==> src/rtl/pedometer_sequencer_if.sv <==
// Request-side bundle: sensor sample stream plus host weight-configuration port.
// Latency: pure wiring, no storage.
// Backpressure: ready signals are driven by the sequencer (slave), valids and payloads by the requesters (master).
interface pedometer_sequencer_if #(
  parameter int DATA_W = 8,
  parameter int ADDR_W = 3
);
  logic              smp_valid;
  logic              smp_ready;
  logic [DATA_W-1:0] smp_a;
  logic [DATA_W-1:0] smp_b;
  logic              cfg_valid;
  logic              cfg_ready;
  logic              cfg_dual;
  logic [ADDR_W-1:0] cfg_addr1;
  logic [DATA_W-1:0] cfg_data1;
  logic [ADDR_W-1:0] cfg_addr2;
  logic [DATA_W-1:0] cfg_data2;
  logic              cfg_err;

  modport master (
    output smp_valid, smp_a, smp_b,
    output cfg_valid, cfg_dual, cfg_addr1, cfg_data1, cfg_addr2, cfg_data2,
    input  smp_ready, cfg_ready, cfg_err
  );

  modport slave (
    input  smp_valid, smp_a, smp_b,
    input  cfg_valid, cfg_dual, cfg_addr1, cfg_data1, cfg_addr2, cfg_data2,
    output smp_ready, cfg_ready, cfg_err
  );
endinterface

==> src/rtl/pedometer_sequencer.sv <==
// Pedometer core front end: arbitrates samples vs weight writes, sequences core commands, accumulates steps.
// Latency: strobe in the cycle after accept; ready again EX_LATENCY+2 (count), 3 (weight), 2 (rejected cfg) cycles after the accept cycle.
// Backpressure: both readies low while a command is in flight; the arbitration loser sees ready low in a contended cycle.
module pedometer_sequencer #(
  parameter int DATA_W      = 8,
  parameter int ADDR_W      = 3,
  parameter int NUM_WEIGHTS = 6,
  parameter int STEP_W      = 8,
  parameter int EX_LATENCY  = 2
) (
  input  logic              clk,
  input  logic              reset,
  pedometer_sequencer_if.slave req,
  input  logic              clear_steps,
  output logic              core_count_steps,
  output logic              core_update_weight,
  output logic              core_dual_update,
  output logic [DATA_W-1:0] core_a,
  output logic [DATA_W-1:0] core_b,
  output logic [ADDR_W-1:0] core_addr1,
  output logic [DATA_W-1:0] core_data1,
  output logic [ADDR_W-1:0] core_addr2,
  output logic [DATA_W-1:0] core_data2,
  input  logic              core_step,
  output logic [STEP_W-1:0] total_steps,
  output logic              steps_sat,
  output logic              busy
);

  localparam int CNT_W = (EX_LATENCY > 1) ? $clog2(EX_LATENCY) : 1;
  localparam logic [CNT_W-1:0]  CNT_LOAD = CNT_W'(EX_LATENCY - 1);
  localparam logic [CNT_W-1:0]  CNT_ONE  = 1;
  localparam logic [STEP_W-1:0] STEP_ONE = 1;
  localparam logic [ADDR_W:0]   NUM_LIM  = (ADDR_W + 1)'(NUM_WEIGHTS);

  typedef enum logic [2:0] {
    IDLE, CNT_ISSUE, CNT_WAIT, W_ISSUE, W_SETTLE, ERR
  } state_t;

  state_t            state, state_nxt;
  logic              last_cfg;   // 1 when the host port took the most recent grant
  logic              dual_q;     // captured cfg_dual of the accepted weight command
  logic [CNT_W-1:0]  wait_cnt;
  logic              idle;
  logic              smp_acc;
  logic              cfg_acc;
  logic              cfg_ok;
  logic              wait_done;

  // Arbitration: on contention the requester that did not win last time goes first.
  assign idle          = (state == IDLE);
  assign req.smp_ready = idle & (~req.cfg_valid | last_cfg);
  assign req.cfg_ready = idle & (~req.smp_valid | ~last_cfg);
  assign smp_acc       = req.smp_valid & req.smp_ready;
  assign cfg_acc       = req.cfg_valid & req.cfg_ready;
  assign wait_done     = (state == CNT_WAIT) && (wait_cnt == '0);

  // A weight write is legal only to existing registers, and a dual write must target two distinct ones.
  assign cfg_ok = ({1'b0, req.cfg_addr1} < NUM_LIM) &&
                  (!req.cfg_dual ||
                   (({1'b0, req.cfg_addr2} < NUM_LIM) && (req.cfg_addr2 != req.cfg_addr1)));

  // State register; reset aborts any command in flight.
  always_ff @(posedge clk or negedge reset) begin
    if (!reset) state <= IDLE;
    else        state <= state_nxt;
  end

  // Next-state and Moore outputs; each strobe maps to exactly one state so they never overlap.
  always_comb begin
    state_nxt          = state;
    core_count_steps   = 1'b0;
    core_update_weight = 1'b0;
    core_dual_update   = 1'b0;
    req.cfg_err        = 1'b0;
    busy               = (state != IDLE);
    case (state)
      IDLE: begin
        if (smp_acc)      state_nxt = CNT_ISSUE;
        else if (cfg_acc) state_nxt = cfg_ok ? W_ISSUE : ERR;
      end
      CNT_ISSUE: begin
        core_count_steps = 1'b1;
        state_nxt        = CNT_WAIT;
      end
      CNT_WAIT: begin
        if (wait_done) state_nxt = IDLE;
      end
      W_ISSUE: begin
        core_update_weight = ~dual_q;
        core_dual_update   = dual_q;
        state_nxt          = W_SETTLE;
      end
      W_SETTLE: state_nxt = IDLE;
      ERR: begin
        req.cfg_err = 1'b1;
        state_nxt   = IDLE;
      end
      default: state_nxt = IDLE;
    endcase
  end

  // Execute-latency counter: loaded alongside the count strobe, runs down through CNT_WAIT.
  always_ff @(posedge clk or negedge reset) begin
    if (!reset) begin
      wait_cnt <= '0;
    end else if (state == CNT_ISSUE) begin
      wait_cnt <= CNT_LOAD;
    end else if (state == CNT_WAIT && wait_cnt != '0) begin
      wait_cnt <= wait_cnt - CNT_ONE;
    end
  end

  // Operand capture on acceptance; values stay put until the next acceptance of the same kind.
  always_ff @(posedge clk or negedge reset) begin
    if (!reset) begin
      core_a     <= '0;
      core_b     <= '0;
      core_addr1 <= '0;
      core_data1 <= '0;
      core_addr2 <= '0;
      core_data2 <= '0;
      dual_q     <= 1'b0;
      last_cfg   <= 1'b0;
    end else if (smp_acc) begin
      core_a   <= req.smp_a;
      core_b   <= req.smp_b;
      last_cfg <= 1'b0;
    end else if (cfg_acc) begin
      core_addr1 <= req.cfg_addr1;
      core_data1 <= req.cfg_data1;
      core_addr2 <= req.cfg_addr2;
      core_data2 <= req.cfg_data2;
      dual_q     <= req.cfg_dual;
      last_cfg   <= 1'b1;
    end
  end

  // Step accumulator: saturates at all-ones with a sticky flag; clear beats a same-cycle increment.
  always_ff @(posedge clk or negedge reset) begin
    if (!reset) begin
      total_steps <= '0;
      steps_sat   <= 1'b0;
    end else if (clear_steps) begin
      total_steps <= '0;
      steps_sat   <= 1'b0;
    end else if (wait_done && core_step) begin
      if (&total_steps) steps_sat   <= 1'b1;
      else              total_steps <= total_steps + STEP_ONE;
    end
  end

endmodule

==> src/flat_wrapper.sv <==
// flat-port wrapper written by rule: the top's interface ports become plain ports
module pedometer_sequencer_flat 
#(
  parameter int DATA_W      = 8,
  parameter int ADDR_W      = 3,
  parameter int NUM_WEIGHTS = 6,
  parameter int STEP_W      = 8,
  parameter int EX_LATENCY  = 2
)
  (clk, reset, clear_steps, core_count_steps, core_update_weight, core_dual_update, core_a, core_b, core_addr1, core_data1, core_addr2, core_data2, core_step, total_steps, steps_sat, busy, req_smp_valid, req_smp_a, req_smp_b, req_cfg_valid, req_cfg_dual, req_cfg_addr1, req_cfg_data1, req_cfg_addr2, req_cfg_data2, req_smp_ready, req_cfg_ready, req_cfg_err);
  pedometer_sequencer_if #(.DATA_W(DATA_W), .ADDR_W(ADDR_W)) req_i ();
  input  logic clk;
  input  logic reset;
  input  logic clear_steps;
  output logic core_count_steps;
  output logic core_update_weight;
  output logic core_dual_update;
  output logic [DATA_W-1:0] core_a;
  output logic [DATA_W-1:0] core_b;
  output logic [ADDR_W-1:0] core_addr1;
  output logic [DATA_W-1:0] core_data1;
  output logic [ADDR_W-1:0] core_addr2;
  output logic [DATA_W-1:0] core_data2;
  input  logic core_step;
  output logic [STEP_W-1:0] total_steps;
  output logic steps_sat;
  output logic busy;
  input wire logic [$bits(req_i.smp_valid)-1:0] req_smp_valid;
  input wire logic [$bits(req_i.smp_a)-1:0] req_smp_a;
  input wire logic [$bits(req_i.smp_b)-1:0] req_smp_b;
  input wire logic [$bits(req_i.cfg_valid)-1:0] req_cfg_valid;
  input wire logic [$bits(req_i.cfg_dual)-1:0] req_cfg_dual;
  input wire logic [$bits(req_i.cfg_addr1)-1:0] req_cfg_addr1;
  input wire logic [$bits(req_i.cfg_data1)-1:0] req_cfg_data1;
  input wire logic [$bits(req_i.cfg_addr2)-1:0] req_cfg_addr2;
  input wire logic [$bits(req_i.cfg_data2)-1:0] req_cfg_data2;
  output wire logic [$bits(req_i.smp_ready)-1:0] req_smp_ready;
  output wire logic [$bits(req_i.cfg_ready)-1:0] req_cfg_ready;
  output wire logic [$bits(req_i.cfg_err)-1:0] req_cfg_err;
  assign req_i.smp_valid = req_smp_valid;
  assign req_i.smp_a = req_smp_a;
  assign req_i.smp_b = req_smp_b;
  assign req_i.cfg_valid = req_cfg_valid;
  assign req_i.cfg_dual = req_cfg_dual;
  assign req_i.cfg_addr1 = req_cfg_addr1;
  assign req_i.cfg_data1 = req_cfg_data1;
  assign req_i.cfg_addr2 = req_cfg_addr2;
  assign req_i.cfg_data2 = req_cfg_data2;
  assign req_smp_ready = req_i.smp_ready;
  assign req_cfg_ready = req_i.cfg_ready;
  assign req_cfg_err = req_i.cfg_err;
  pedometer_sequencer #(.DATA_W(DATA_W), .ADDR_W(ADDR_W), .NUM_WEIGHTS(NUM_WEIGHTS), .STEP_W(STEP_W), .EX_LATENCY(EX_LATENCY)) u_core (.clk(clk), .reset(reset), .req(req_i), .clear_steps(clear_steps), .core_count_steps(core_count_steps), .core_update_weight(core_update_weight), .core_dual_update(core_dual_update), .core_a(core_a), .core_b(core_b), .core_addr1(core_addr1), .core_data1(core_data1), .core_addr2(core_addr2), .core_data2(core_data2), .core_step(core_step), .total_steps(total_steps), .steps_sat(steps_sat), .busy(busy));
endmodule
==> config.mk <==
export PLATFORM = sky130hd
export DESIGN_NAME = pedometer_sequencer_flat
export DESIGN_NICKNAME = d
export VERILOG_FILES = /design/src/rtl/pedometer_sequencer_if.sv /design/src/rtl/pedometer_sequencer.sv /design/src/flat_wrapper.sv
export SDC_FILE = /design/constraint.sdc
export NUM_CORES = 1
export LEC_CHECK = 0
export CAP_MARGIN = 20
export CORE_MARGIN = 10
export CORE_UTILIZATION = 39
export CTS_BUF_LIST = sky130_fd_sc_hd__clkbuf_8
export CTS_CLUSTER_SIZE = 24
export DETAILED_ROUTE_END_ITERATION = 16
export PLACE_DENSITY = 0.83
export SETUP_SLACK_MARGIN = 0.4
export SLEW_MARGIN = 5
export SYNTH_ARGS = -nofsm -noshare
export SYNTH_HDL_FRONTEND = slang
export SYNTH_SLANG_ARGS = --single-unit
==> constraint.sdc <==
create_clock -name clk -period 2.1 [get_ports clk]
set_clock_uncertainty 0.1 [all_clocks]
set_input_delay 0.525 -clock clk [delete_from_list [all_inputs] [get_ports clk]]
set_output_delay 0.525 -clock clk [all_outputs]
set_load 0.02 [all_outputs]
==> impl_results.md <==
* Outcome: finished clean
* Die W at 96.2 um
* Crit path kind: reg2out
* Placed Instance Area at 0.00345 mm2
* Min-Delay Path Class: in2async
* VDD IR-drop max at 0.757 mV
* Mean post-synth cell area at 13.0 um2
* Tot Pwr at 5020 uW
* Sequential Power Share at 33.5%
* Root Buffer Master: clkbuf_8
* DR pass1 iterations at 4
* Main synth FF type: dfrtp_1
* CTS H-tree depth at 2
* Slew headroom at 66.9%
* P&R area growth vs syn at 70.4%
* Worst R2R End: u_core.total_steps[2]
* Routed vias at 1938
* CTS sink count at 53
* Lkg Pwr at 0.00168 uW
* CP Data Required Time at 1.47 ns
* Cell Count, Final, Fillers Out at 375
* DRC violations left at 0
* DP HPWL at 4770 um
* WP data arrival at 1.41 ns
* Nets at 348
* Cells after Synth at 174
* Min Clock Period, post-route at 2.04 ns
* Overflow after GRT at 0
* Commonest non-fill, non-tap cell in the layout: dfrtp_1
* GPL Wtd Cong at 0.782
* Achievable Freq at 491 MHz
* Largest net degree at the start of global routing at 23
* WL final at 6910 um
* Max FO, Critical Path at 3
* RSZ-0062 raised after global routing: true
* Final Setup Violations at 0
* CP Launch Type: flop
* Post-DRT Antenna Nets at 0
* DRT iter0 DRCs at 62
* Synthesized flop and latch total at 53
* Mapped Nets at 220
* Top post-synthesis cells by area: dfrtp_1, mux2_2, a21oi_1
* Post-synthesis sequential area ratio at 58.6%
* Hold Vio Cnt, Final at 0
* Core Box Area at 0.00557 mm2
* Yosys top cell area share at 58.6%
* Yosys top cell by area: dfrtp_1
* Routed wire per std cell at 18.4 um
* Syn. warnings at 0
* Max cap viols at 0
* Worst r2r src: u_core.state[0]
* Final Slew Violations at 0
* I/O pins at 99
* Mapped Area at 0.00226 mm2
* CTS clk-pin slew, worst paths at 0.09 ns
* Clock insertion delay at the later pin of the skew report at 0.30 ns
* CTS Buf Count at 5
* CTS Buffer Depth at 2
* Asr flop ratio synth at 100%
* Worst-margin pin slew at 0.496 ns
* Most frequent cells in the layout: dfrtp_1, dlygate4sd2_1, mux2_2, clkdlybuf4s50_1, buf_6
* Total track usage at 14.0%
* Gate power share at 55.1%
* Antenna violations before repair at 0
* Switching Share at 38.4%
* Final period util at 96.9%
* Vias in the first global route at 1985
* Netlist cell types at 40
* Die Area at 0.00925 mm2
* Global-route wire length before repair at 10100 um
* Initial core utilization at 40.6%
* Switching power at 1930 uW
* Register-to-register setup slack at 0.07 ns
* Layout cells sized above 1 at 41.7%
* Finished Core Util at 69.2%
* R2R depth at 5
* IO Port Bufs at 98
* Final non-filler cell area at 0.00386 mm2
* Row cnt at 27
* Clk network pwr share at 11.4%
* Placed cells at 351
* Setup crit end kind: output pin
* Power per Cell Area at 1300 mW/mm2
* CTS tree: built
* Die H at 96.2 um
* Internal at 3100 uW
* Vias/cell at 5.17
* Post-synth EDFFs at 0
==> timing repair <==
item,CTS,global route
resized for setup,137,30
hold buffers,0,0
buffers inserted,5,7
cloned,4,0
pin swaps,14,11
endpoints found under the setup margin,102,64
==> synth_stat cells (2+ instances only) <==
master and n:
nand2b_1 2, clkbuf_1 4, nor3b_1 2, nor4_1 3
o31ai_1 2, nand3_1 5, nor2_1 8, dfrtp_1 53
a21oi_1 8, o21ai_0 3, or3_1 2, o41ai_1 2
or4_1 4, mux2_2 41, inv_1 2, buf_2 2
nand2_1 8
==> worst max path at each step <==
stage	slack, ns	depth (start not counted)	to	startpoint
3_5_place_dp	-0.42	5	u_core.total_steps[2]	core_step
3_3_place_gp	-0.36	5	u_core.total_steps[2]	core_step
5_1_grt	0.02	3	req_smp_ready	u_core.state[2]
2_1_floorplan	0.14	5	u_core.total_steps[7]	core_step
4_1_cts	0.07	3	req_smp_ready	u_core.state[2]
6_report	0.06	3	req_smp_ready	u_core.state[2]
==> metrics by stage <==
step | worst slack [ns] | hold WS [ns] | TNS (ns)
floorplan | 0.136 | 0.129 | 0
global placement | -0.359 | 0.385 | -5.13
detailed placement | -0.419 | 0.391 | -6.63
CTS | 0.0662 | 0.0909 | 0
global route | 0.0195 | 0.102 | 0
finish | 0.0646 | 0.0778 | 0
==> state kept, by name (all words and copies together) (netlist names) <==
name,flops
u_core.core_a,8
u_core.core_addr1,3
u_core.core_addr2,3
u_core.core_b,8
u_core.core_data1,8
u_core.core_data2,8
u_core.dual_q,1
u_core.last_cfg,1
u_core.state,3
u_core.steps_sat,1
u_core.total_steps,8
u_core.wait_cnt,1
==> metal layers <==
layer | track usage [%] | vias up | wire, um
met4 | 3.19 | 0 | 64
met5 | 0 | - | 0
met3 | 5.99 | 9 | 656
met2 | 24.2 | 71 | 3640
li1 | - | 891 | -
met1 | 15.5 | 967 | 2550
==> layout make-up <==
cell class / instances / area [um2]
sequential: 53 / 1330
fill: 435 / 1710
timing repair buffer: 127 / 1210
tap: 72 / 90.1
inverter: 2 / 7.51
multi-input combinational: 113 / 1130
clock buffer: 6 / 82.6
clock inverter: 1 / 3.75
antenna: 1 / 2.50
==> power groups by stage <==
stage	sequential [uW]	clock (uW)	combinational, uW
after floorplan	2170	0	931
after detailed placement	1700	0	2670
after global placement	1680	0	2630
after global routing	1750	631	2930
final	1680	572	2760
after CTS	1680	590	2680
==> cells by family after synthesis <==
family | Yosys count | share of synthesized area [%]
flip-flops | 53 | 58.6
AND/OR/NAND/NOR | 44 | 10.9
multiplexers | 42 | 20.8
AO/OA/AOI/OAI | 23 | 6.63
buffers and inverters | 10 | 2.10
XOR/XNOR | 1 | 0.387
adder cells (fa/ha/maj) | 1 | 0.552
==> worst max-delay path, cell delays in order, from the launching register on <==
cell	delay, ns
dfrtp_1	0.39
or3_4	0.44
a21oi_4	0.14
buf_6	0.13
Note: power is estimated with default switching activity, not from simulation.
==> RTL edit (config.mk and constraints unchanged) <==
`DATA_W` is set to 8 in 3 places; all go to 10.
--- a/src/rtl/pedometer_sequencer_if.sv
+++ b/src/rtl/pedometer_sequencer_if.sv
@@ -3,5 +3,5 @@
 // Backpressure: ready signals are driven by the sequencer (slave), valids and payloads by the requesters (master).
 interface pedometer_sequencer_if #(
-  parameter int DATA_W = 8,
+  parameter int DATA_W = 10,
   parameter int ADDR_W = 3
 );
--- a/src/rtl/pedometer_sequencer.sv
+++ b/src/rtl/pedometer_sequencer.sv
@@ -3,5 +3,5 @@
 // Backpressure: both readies low while a command is in flight; the arbitration loser sees ready low in a contended cycle.
 module pedometer_sequencer #(
-  parameter int DATA_W      = 8,
+  parameter int DATA_W      = 10,
   parameter int ADDR_W      = 3,
   parameter int NUM_WEIGHTS = 6,
--- a/src/flat_wrapper.sv
+++ b/src/flat_wrapper.sv
@@ -2,5 +2,5 @@
 module pedometer_sequencer_flat 
 #(
-  parameter int DATA_W      = 8,
+  parameter int DATA_W      = 10,
   parameter int ADDR_W      = 3,
   parameter int NUM_WEIGHTS = 6,
Ports: changed (8 resized); port bits go from 99 to 115. The function was not compared with the original's and may differ.
==> RTL edit against the unedited design <==
- power grew 18%
- sequential cell count grew 8
- combinational power grew 12%
- count of clock-buffer cells in the layout grew 5
- wire length grew 8.6%
- synthesized cell count grew 10%
- critical path depth is the same
- worst setup slack lost 0.023 ns
- design area grew 11%
- area after synthesis grew 13%
- largest power group unchanged
- highest routed layer unchanged
==> RTL edit: results <==
group,metric,value,unit
detailed_routing,wl_per_cell,18.08,um
finish,num_antenna_cells,0,
power_and_ir_drop,peakVddDrop,0.8599,mV
global_route,grt_max_degree,62,
timing,maxSlewHeadroom,0.7573,
timing,holdWs,0.08214,ns
cts,htreeDepth,3,
power_and_ir_drop,p_leak,1.905,nW
cts,cts_buffers,9,
detailed_routing,vias,2110,
detailed_routing,met1_length,2909,um
finish,drive_gt1_frac,0.4083,
logic_synthesis,synth-seq-area-share,0.5945,
logic_synthesis,mappedNetlistNets,246,
logic_synthesis,synth_compound_area_frac,0.05848,
logic_synthesis,yosys_warnings,0,
finish,fin_nets,389,
logic_synthesis,synth_fa_ha_area_frac,0.004873,
place,place_hpwl,5225,um
detailed_routing,dr_wl_met3,727,um
logic_synthesis,synthTopCellsByCount,"dfrtp_1, mux2_2, nand2_1",
critical_path,rrSetupSlack,0.06,ns
cts,clk_pin_slew,0.06,ns
cts,clockBufferDepth,2,
detailed_routing,drt-initial-drc-count,69,
logic_synthesis,synthTopCellsByArea,"dfrtp_1, mux2_2, a21oi_1, nand2_1, nor2_1",
critical_path,crit_fanout,3,
logic_synthesis,yosys.area_share.xor_xnor,0.003411,
place,gp_congestion,0.7462,
place,io_buffers,114,
critical_path,worstPathArrival,1.43,ns
cts,clk_latency,0.33,ns
global_route,grt_pass1_vias,2235,
critical_path,r2r-start,"u_core.state[2]",
detailed_routing,wl_met2,3765,um
finish,fillers,507,
logic_synthesis,synth_cell_types,41,
critical_path,r2r_end,"u_core.core_a[0]",
logic_synthesis,yosys-mux-area-fraction,0.2188,
outcome,status,"complete, no violations",
critical_path,reg2reg_depth,7,
global_route,grt_usage,0.1405,
global_route,grt_pass1_wl,11350,um
hold_path,hp-class,"in2async",
## RTL edit: logic make-up (layout without fill, tap and decap cells)
kind of cell | count (synthesis) | after routing
DFF | 61 | 61
xor gates and xnor gates | 1 | 1
muxes | 50 | 50
and+or+nand+nor | 44 | 45
adders and majority gates | 1 | 1
buffers and inverters | 12 | 157
AOI/OAI and AO/OA | 23 | 23
## RTL edit: what timing repair did
| item | in CTS | in global routing |
|---|---|---|
| gates cloned | 3 | 1 |
| pin swaps | 11 | 2 |
| endpoints found under the setup margin | 119 | 90 |
| setup buffers | 6 | 3 |
| resized for setup | 137 | 50 |
## RTL edit: final cells by class
class,count,area (um2),area share
repair buffers,141,1365,0.3175
well taps,77,96.34,0.02241
clock inverters,3,13.76,0.003201
flip-flops and latches,61,1533,0.3565
clock buffers,11,151.4,0.03522
inverters,2,7.507,0.001746
multi-input cells,120,1132,0.2634
## RTL edit: power breakdown
group | internal [mW] | total, mW | switching [mW]
Combinational | 1.57 | 3.09 | 1.51
Clock | 0.470 | 0.886 | 0.416
Sequential | 1.70 | 1.95 | 0.257
Total | 3.74 | 5.93 | 2.19
## RTL edit: per-layer routing
layer / vias to the layer above / GRT usage
met5: - / 0
met4: 0 / 0.05573
met3: 13 / 0.07624
met2: 75 / 0.2241
met1: 1036 / 0.1534
li1: 986 / -
## RTL edit: how the worst min path moves through the flow
stage,endpoint
3_3_place_gp,u_core.steps_sat
4_1_cts,u_core.total_steps[5]
5_1_grt,u_core.total_steps[5]
2_1_floorplan,u_core.core_a[0]
6_report,u_core.total_steps[1]
3_5_place_dp,u_core.core_data1[9]
## RTL edit: critical path, cell delays in order, from the launching register on
cell and delay [ns]:
dfrtp_1 0.38, or3_4 0.44, a21oi_4 0.14, buf_6 0.13
## RTL edit: metrics by stage
stage                     setup slack [ns]  area (um2)  cells  total power [mW]  utilization
after floorplan                     0.1360        2623    192             3.597            -
after global placement             -0.3603        3934    388             5.038       0.6160
after detailed placement           -0.3918        3934    388             5.112       0.6160
after CTS                          0.03492        4215    411             5.877       0.6601
after global routing             -0.007666        4299    415             6.280       0.6732
final                              0.04198        4299    415             5.928       0.6732
